==> src/rtl/pipe_hazard_ctrl.sv <==
// Pipeline control for the 5-stage CPU.
// Covers load-use stalls, EX-stage redirects, multi-cycle stack ops and
// memory-busy freezes. It also keeps saturating stall and flush counters.
module pipe_hazard_ctrl #(
   parameter int REG_W     = 5,
   parameter int STACK_LAT = 2,
   parameter int CNT_W     = 16
) (
   input  logic             clk,
   input  logic             rst_n,
   input  logic [REG_W-1:0] id_rs,
   input  logic [REG_W-1:0] id_rt,
   input  logic             id_rs_used,
   input  logic             id_rt_used,
   input  logic             ex_mem_read,
   input  logic [REG_W-1:0] ex_dest_reg,
   input  logic             ex_branch_taken,
   input  logic             ex_call,
   input  logic             ex_ret,
   input  logic             ex_pop,
   input  logic             mem_busy,
   input  logic             clear_counts,
   output logic             pc_stall,
   output logic             ifid_stall,
   output logic             ifid_flush,
   output logic             idex_stall,
   output logic             idex_bubble,
   output logic             exmem_stall,
   output logic             exmem_bubble,
   output logic             redirect,
   output logic             busy_state,
   output logic [CNT_W-1:0] stall_count,
   output logic [CNT_W-1:0] flush_count
);

   localparam int SCNT_W = $clog2(STACK_LAT + 1);
   // Number of extra STACK cycles after the entry cycle. A latency of 1 never enters STACK.
   localparam logic [SCNT_W-1:0] SCNT_INIT = (STACK_LAT >= 2) ? SCNT_W'(STACK_LAT - 2) : '0;

   typedef enum logic {RUN = 1'b0, STACK = 1'b1} state_t;

   state_t            state_q, state_d;
   logic [SCNT_W-1:0] scnt_q, scnt_d;
   logic [CNT_W-1:0]  stall_cnt_q, stall_cnt_d;
   logic [CNT_W-1:0]  flush_cnt_q, flush_cnt_d;

   logic hz, stack_op, redir_op;
   logic c_pc_stall, c_ifid_stall, c_ifid_flush, c_idex_stall;
   logic c_idex_bubble, c_exmem_stall, c_exmem_bubble, c_redirect;

   // Register 0 is hardwired, so it can never cause a load-use hazard.
   assign hz = ex_mem_read && (ex_dest_reg != '0) &&
               ((id_rs_used && (id_rs == ex_dest_reg)) ||
                (id_rt_used && (id_rt == ex_dest_reg)));
   assign stack_op = ex_call | ex_ret | ex_pop;
   assign redir_op = ex_call | ex_ret;

   // Next-state and control decode. Priority: mem_busy, then stack op, then branch, then hazard.
   always_comb begin
      state_d        = state_q;
      scnt_d         = scnt_q;
      c_pc_stall     = 1'b0;
      c_ifid_stall   = 1'b0;
      c_ifid_flush   = 1'b0;
      c_idex_stall   = 1'b0;
      c_idex_bubble  = 1'b0;
      c_exmem_stall  = 1'b0;
      c_exmem_bubble = 1'b0;
      c_redirect     = 1'b0;
      if (mem_busy) begin
         c_pc_stall    = 1'b1;
         c_ifid_stall  = 1'b1;
         c_idex_stall  = 1'b1;
         c_exmem_stall = 1'b1;
      end else begin
         case (state_q)
            RUN: begin
               if (stack_op) begin
                  if (STACK_LAT == 1) begin
                     // A single-cycle stack op releases immediately.
                     c_redirect    = redir_op;
                     c_ifid_flush  = redir_op;
                     c_idex_bubble = redir_op;
                  end else begin
                     c_pc_stall     = 1'b1;
                     c_ifid_stall   = 1'b1;
                     c_idex_stall   = 1'b1;
                     c_exmem_bubble = 1'b1;
                     scnt_d         = SCNT_INIT;
                     state_d        = STACK;
                  end
               end else if (ex_branch_taken) begin
                  c_redirect    = 1'b1;
                  c_ifid_flush  = 1'b1;
                  c_idex_bubble = 1'b1;
               end else if (hz) begin
                  c_pc_stall    = 1'b1;
                  c_ifid_stall  = 1'b1;
                  c_idex_bubble = 1'b1;
               end
            end
            STACK: begin
               if (scnt_q != '0) begin
                  c_pc_stall     = 1'b1;
                  c_ifid_stall   = 1'b1;
                  c_idex_stall   = 1'b1;
                  c_exmem_bubble = 1'b1;
                  scnt_d         = scnt_q - SCNT_W'(1);
               end else begin
                  // Release cycle: the op moves on to MEM. Call and ret also redirect the PC.
                  state_d       = RUN;
                  c_redirect    = redir_op;
                  c_ifid_flush  = redir_op;
                  c_idex_bubble = redir_op;
               end
            end
            default: state_d = RUN;
         endcase
      end
   end

   // While reset is held, every control output is forced low.
   assign pc_stall     = rst_n & c_pc_stall;
   assign ifid_stall   = rst_n & c_ifid_stall;
   assign ifid_flush   = rst_n & c_ifid_flush;
   assign idex_stall   = rst_n & c_idex_stall;
   assign idex_bubble  = rst_n & c_idex_bubble;
   assign exmem_stall  = rst_n & c_exmem_stall;
   assign exmem_bubble = rst_n & c_exmem_bubble;
   assign redirect     = rst_n & c_redirect;
   assign busy_state   = (state_q == STACK);
   assign stall_count  = stall_cnt_q;
   assign flush_count  = flush_cnt_q;

   // Saturating perf counters. A clear takes priority over an increment.
   always_comb begin
      stall_cnt_d = stall_cnt_q;
      flush_cnt_d = flush_cnt_q;
      if (clear_counts) begin
         stall_cnt_d = '0;
         flush_cnt_d = '0;
      end else begin
         if (pc_stall && !(&stall_cnt_q)) stall_cnt_d = stall_cnt_q + CNT_W'(1);
         if (redirect && !(&flush_cnt_q)) flush_cnt_d = flush_cnt_q + CNT_W'(1);
      end
   end

   // State, stack counter and perf counter registers.
   always_ff @(posedge clk or negedge rst_n) begin
      if (!rst_n) begin
         state_q     <= RUN;
         scnt_q      <= '0;
         stall_cnt_q <= '0;
         flush_cnt_q <= '0;
      end else begin
         state_q     <= state_d;
         scnt_q      <= scnt_d;
         stall_cnt_q <= stall_cnt_d;
         flush_cnt_q <= flush_cnt_d;
      end
   end

endmodule

==> config.mk <==
export PLATFORM = sky130hd
export DESIGN_NAME = pipe_hazard_ctrl
export DESIGN_NICKNAME = d
export VERILOG_FILES = /design/src/rtl/pipe_hazard_ctrl.sv
export SDC_FILE = /design/constraint.sdc
export NUM_CORES = 1
export LEC_CHECK = 0
export CORE_UTILIZATION = 46
export DETAILED_ROUTE_END_ITERATION = 8
export PLACE_DENSITY = 0.91
export SLEW_MARGIN = 25
export SYNTH_ARGS = -nofsm -noshare
export SYNTH_HDL_FRONTEND = slang
export SYNTH_SLANG_ARGS = --single-unit
==> constraint.sdc <==
create_clock -name clk -period 2.3 [get_ports clk]
set_input_delay 0.23 -clock clk [delete_from_list [all_inputs] [get_ports clk]]
set_output_delay 0.23 -clock clk [all_outputs]
set_load 0.005 [all_outputs]
Word level (Yosys, flattened, before mapping):

Index checks and enable logic that the tools add are counted.
Widths: inputs -> output; s select.

* add/subtract/negate cells: 3
* equality and inequality tests: 4
* muxes and demuxes: 27
* bitwise logic cells: 10
* reductions and logical operators: 16

Operators by type and width (count)
* $mux 16: 4
* $add 16x1->16 const B: 2
* $reduce_and 16->1: 2
* $mux 1: 16
* $eq 5x5->1: 2
* $pmux 1 s2: 4
* $and 1x1->1: 6
* $logic_and 1x1->1: 6
* $reduce_bool 2->1: 3
* $reduce_bool 5->1: 1
* $mux 2: 2
* $pmux 2 s2: 1
* $reduce_and 3->1: 1
* $logic_not 1->1: 2
* $ne 2x1->1 const B: 1
* $ne 2x2->1 const B: 1
* $not 1->1: 2
* $or 1x1->1: 2
* $sub 2x1->2 const B: 1
* $logic_or 1x1->1: 1

* bits in registers: 35
* input port bits: 26
* output and inout bits: 41
* logic and storage cells: 64

Logic depth before layout (Yosys ltp):

Gate-level depths: netlist of run 1.

* word-level depth: 13
* depth in mapped cells: 10
* gate-level depth less buffers: 8

Worst setup path before layout of run 1:

No wires, ideal clock.

* path kind: register -> register
* start point: register scnt_q[0]
* end point: register flush_cnt_q[15] (netlist: flush_count[15])
* library setup time: 0.078 ns
* arrival time: 1.883 ns
* data required time: 2.222 ns
* path slack: 0.339 ns
* stages on the path, launching flop included: 9
* path buffers: 0
* period minus slack after synthesis: 1.961 ns
* path through: dfrtp_1 -> inv_1 -> ha_1 -> o21ai_0 -> a211o_1 -> nor3_2 -> nand3_1 -> or3_1 -> a21oi_1

* word-level cells in the longest chain between the ends: 7

RTL lines
* start, declared: line 43 `logic [SCNT_W-1:0] scnt_q, scnt_d;`
* start signal, assigned: line 157 `scnt_q <= scnt_d;`
* $reduce_bool 2->1: line 103 `if (scnt_q != '0) begin`
* $mux 1: line 103
* $pmux 1 s2: line 76 `case (state_q)`
* $mux 1: line 70 `if (mem_busy) begin`
* $and 1x1->1: line 130 `assign redirect = rst_n & c_redirect;`
* $logic_and 1x1->1: line 144 `if (redirect && !(&flush_cnt_q)) flush_cnt_d = flush_cnt_q + CNT_W'(1);`
* $reduce_bool 2->1 (no line)
* end signal, assigned: line 159 `flush_cnt_q <= flush_cnt_d;`
* end, declared: line 45 `logic [CNT_W-1:0] flush_cnt_q, flush_cnt_d;`

Every way passes these cells.
A chain may end at the register's enable or synchronous reset.

Final worst setup path of run 1:

* start point: register scnt_q[1]
* end point: output port redirect

* word-level cells in the longest chain between the ends: 5

RTL lines
* $reduce_bool 2->1: line 103
* $mux 1: line 103
* $pmux 1 s2: line 76
* $mux 1: line 70
* $and 1x1->1: line 130
* end, declared: line 30 `output logic redirect,`

Every way passes these cells.

==> impl_metrics.csv, run 1 <==
group,metric,value,unit
outcome,outcome,"completed",
die,row_count,23,
worst_setup_path,crit_type,"reg -> out",
sta,post_route_setup_tns,0,ns
finish,area.growth.synth_to_final,45.1,%
route,postRouteAntennaNets,0,
placement,placement.cell_area,2810,um2
worst_setup_path,nature_of_the_critical_path_startpoint,"flip-flop",
die,die-height,68.9,um
worst_setup_path,required_arrival_time_at_the_worst_endpoint,2.07,ns
sta,timing.final.max_slew_violations,0,
worst_setup_path,r2r_slack,0.10,ns
grt,groute.usage.overall,25.1,%
finish,layout.filler_cells,316,
route,dr.first_iter.drc_count,184,
finish,n_antenna_cell,0,
sta,post-route-period-util,97.7,%
finish,final_standard_cell_area_without_fillers,2980,um2
grt,global_route.overflow_total,0,
sta,worst_slew_margin_rel,69.5,%
hold_path,min-delay-path-class,"in -> async",
die,pin_count,67,
synthesis,synth.largest_area_cell,"sky130_fd_sc_hd__dfrtp_1",
finish,final_cell_mix,"sky130_fd_sc_hd__clkdlybuf4s50_1 (62), sky130_fd_sc_hd__dfrtp_1 (35), sky130_fd_sc_hd__nor2_1 (19)",
sta,postLayoutSetupSlackWorst,0.0528,ns
cts,cts-root-to-sink-buffers,2,
sta,report.final.setup_viol,0,
power_and_ir_drop,vdd.ir_drop.worst,350,uV
die,initial_utilization,49.6,%
placement,dp_worst_setup_slack,-0.151,ns
power_and_ir_drop,static-leakage-power,1.16,nW
synthesis,ys_types,37,
placement,dpl.hpwl,3.82,mm
finish,drive_gt1_share,11.4,%
route,drc_errors,0,
synthesis,mapped_area,2060,um2
synthesis,synthesis.instances,228,
finish,multi_input_comb_area,1140,um2
route,dr_total_vias,2042,
synthesis,yosys_most_used_dff,"sky130_fd_sc_hd__dfrtp_1",
synthesis,ys_async_sr_fraction,100,%
grt,grt_pass1_wl,8.69,mm
die,design.die.area,4740,um2
grt,antenna_found_initial,0,
worst_setup_path,cp_slowest_stage_delay,0.49,ns
synthesis,netlist_top_cells_area,"sky130_fd_sc_hd__dfrtp_1 (43%), sky130_fd_sc_hd__xor2_1 (5.1%), sky130_fd_sc_hd__xnor2_1 (4.7%)",
sta,tightest_slew,0.456,ns
cts,insertion_delay,0.29,ns
finish,mostFrequentLayoutCell,"sky130_fd_sc_hd__clkdlybuf4s50_1",
power_and_ir_drop,power_density,537,nW/um2
synthesis,ys_warn_count,0,
cts,total_clock_buffers_created_by_cts,5,
synthesis,share_of_the_synthesized_area_in_the_top_cell_type,42.6,%
worst_setup_path,crit_fanout,3,
synthesis,ys_seq_elements,35,
cts,numClockSinks,35,
finish,storage_element_area,876,um2
route,final_wl,5.55,mm
sta,hold_violations,0,
grt,vias_in_the_first_global_route,1874,
route,detail_route.vias_per_cell,5.72,
run,cap_viol_max_count,0,
worst_setup_path,worst-path-buf-inv,3,
cts,clk_root_buffer_cell,"sky130_fd_sc_hd__clkbuf_8",
worst_setup_path,cell_chain_of_the_critical_path,"inv_1 -> ha_4 -> o21ai_0 -> a211o_1 -> nor2_2 -> buf_6 -> clkdlybuf4s50_1",
cts,tritoncts_clock_tree,"built",
synthesis,synthesized_netlist_net_count,257,
sta,clock_skew,0.00661,ns
synthesis,number_of_flops_mapped_to_enable_cells_by_yosys,0,
finish,finish.utilization,72.0,%
power_and_ir_drop,report.power.total,1.60,mW
sta,clock.fmax,0.445,GHz
cts,cts_max_level,2,
synthesis,post_synth.cell_area_avg,9.02,um2
cts,clkTransAtPathRegs,0.07,ns
worst_setup_path,critical_path.slowest_cell,"sky130_fd_sc_hd__clkdlybuf4s50_1",
finish,nets,335,
grt,grt_start_max_net_pins,35,
route,drt_first_pass_iters,4,
worst_setup_path,endpoint_kind,"output port",
synthesis,yosysSeqAreaShare,42.6,%
sta,min_period,2.25,ns
die,die_width,68.9,um
placement,gp_routability_congestion,0.828,
die,area_of_the_core_region,4140,um2
route,wl_per_cell,15.6,um
worst_setup_path,critical_path_arrival,2.02,ns
worst_setup_path,critical_path.top_delay_family,"buffers and inverters",
placement,numPortBuffers,66,
[per-layer routing]
metal,vias up,global-route usage (%),share of wire (%)
li1,986,-,-
met3,8,7.07,5.7
met2,71,40.2,49
met1,977,32.0,43
met5,-,0,0
met4,0,9.44,1.5
[state kept, by name (all words and copies together) (netlist names)]
register	count
stall_count	16
scnt_q	2
busy_state	1
flush_count	16
[worst reg2reg max path: stages (launching register included)]
cell and delay [ns]:
sky130_fd_sc_hd__dfrtp_1 0.37, sky130_fd_sc_hd__inv_1 0.12, sky130_fd_sc_hd__ha_4 0.15, sky130_fd_sc_hd__o21ai_0 0.08
sky130_fd_sc_hd__a211o_1 0.29, sky130_fd_sc_hd__buf_4 0.15, sky130_fd_sc_hd__buf_4 0.13, sky130_fd_sc_hd__nor3_2 0.24
sky130_fd_sc_hd__nand3_1 0.14, sky130_fd_sc_hd__or3_1 0.33, sky130_fd_sc_hd__a21oi_1 0.14
[through the flow]
stage | hold WS (ns) | cells
2_1_floorplan | -0.0656 | 228
5_1_grt | 0.121 | 357
3_3_place_gp | 0.0653 | 345
3_5_place_dp | 0.0658 | 345
4_1_cts | 0.100 | 355
6_report | 0.0866 | 357
[final cells by class]
cell class	instances	area share [%]
multi-input combinational	177	38.1
sequential	35	29.4
clock buffer	7	3.23
tap	50	2.10
inverter	6	0.755
clock inverter	1	0.252
timing repair buffer	81	26.2
[cell families (layout without fill, tap and decap cells)]
kind of cell | count (synthesis) | after routing | synth area share, %
AOI/OAI and AO/OA | 46 | 46 | 13.3
DFF | 35 | 35 | 42.6
muxes | 2 | 2 | 0.973
adders and majority gates | 3 | 3 | 1.83
buffers and inverters | 16 | 95 | 4.14
xor gates and xnor gates | 23 | 23 | 9.79
and+or+nand+nor | 103 | 103 | 27.4
[Yosys cell counts (3+ instances only)]
master	count
sky130_fd_sc_hd__ha_1	3
sky130_fd_sc_hd__nor2_1	20
sky130_fd_sc_hd__xnor2_1	11
sky130_fd_sc_hd__o31ai_1	10
sky130_fd_sc_hd__nand4_1	12
sky130_fd_sc_hd__nor3_1	3
sky130_fd_sc_hd__nand3_1	13
sky130_fd_sc_hd__clkbuf_1	4
sky130_fd_sc_hd__and4_1	3
sky130_fd_sc_hd__a21oi_1	17
sky130_fd_sc_hd__o21ai_0	11
sky130_fd_sc_hd__or3_1	8
sky130_fd_sc_hd__dfrtp_1	35
sky130_fd_sc_hd__nand2_1	17
sky130_fd_sc_hd__or4_1	10
sky130_fd_sc_hd__xor2_1	12
sky130_fd_sc_hd__and3_1	4
sky130_fd_sc_hd__and2_1	4
sky130_fd_sc_hd__inv_1	6
[repair_timing]
| action | 4_1_cts | 5_1_grt |
|---|---|---|
| hold endpoints to repair | 1 | 0 |
| buffers inserted | 1 | 2 |
| resized for setup | 8 | 6 |
| endpoints found under the setup margin | 5 | 8 |
| pin swaps | 2 | 1 |
| hold buffers | 1 | 0 |
[worst paths after layout]
check / from / endpoint / cells past startpoint
hold / removal: rst_n / flush_count[8]$_DFFE_PN0P_ / 2
setup / recovery: scnt_q[1]$_DFFE_PN0P_ / redirect / 7
hold reg to reg: flush_count[10]$_DFFE_PN0P_ / flush_count[10]$_DFFE_PN0P_ / 2
min in group clk: flush_count[10]$_DFFE_PN0P_ / flush_count[10]$_DFFE_PN0P_ / 2
max in group asynchronous: rst_n / busy_state$_DFFE_PN0N_ / 2
setup reg to reg: scnt_q[1]$_DFFE_PN0P_ / flush_count[15]$_DFFE_PN0P_ / 10
[power by group]
group          switching (mW)  internal (mW)  leakage, nW
Clock                   0.230          0.273       0.0505
Sequential             0.0342          0.646        0.483
Combinational           0.200          0.219        0.630
Total                   0.464           1.14         1.16
(Power assumes the default switching activity.)
==> inputs of run 2 (changes only) <==
Settings changed: CTS_CLUSTER_SIZE set to 25.
==> results of run 2 <==
Final layout, timing and power as in run 1 (identical DEF).
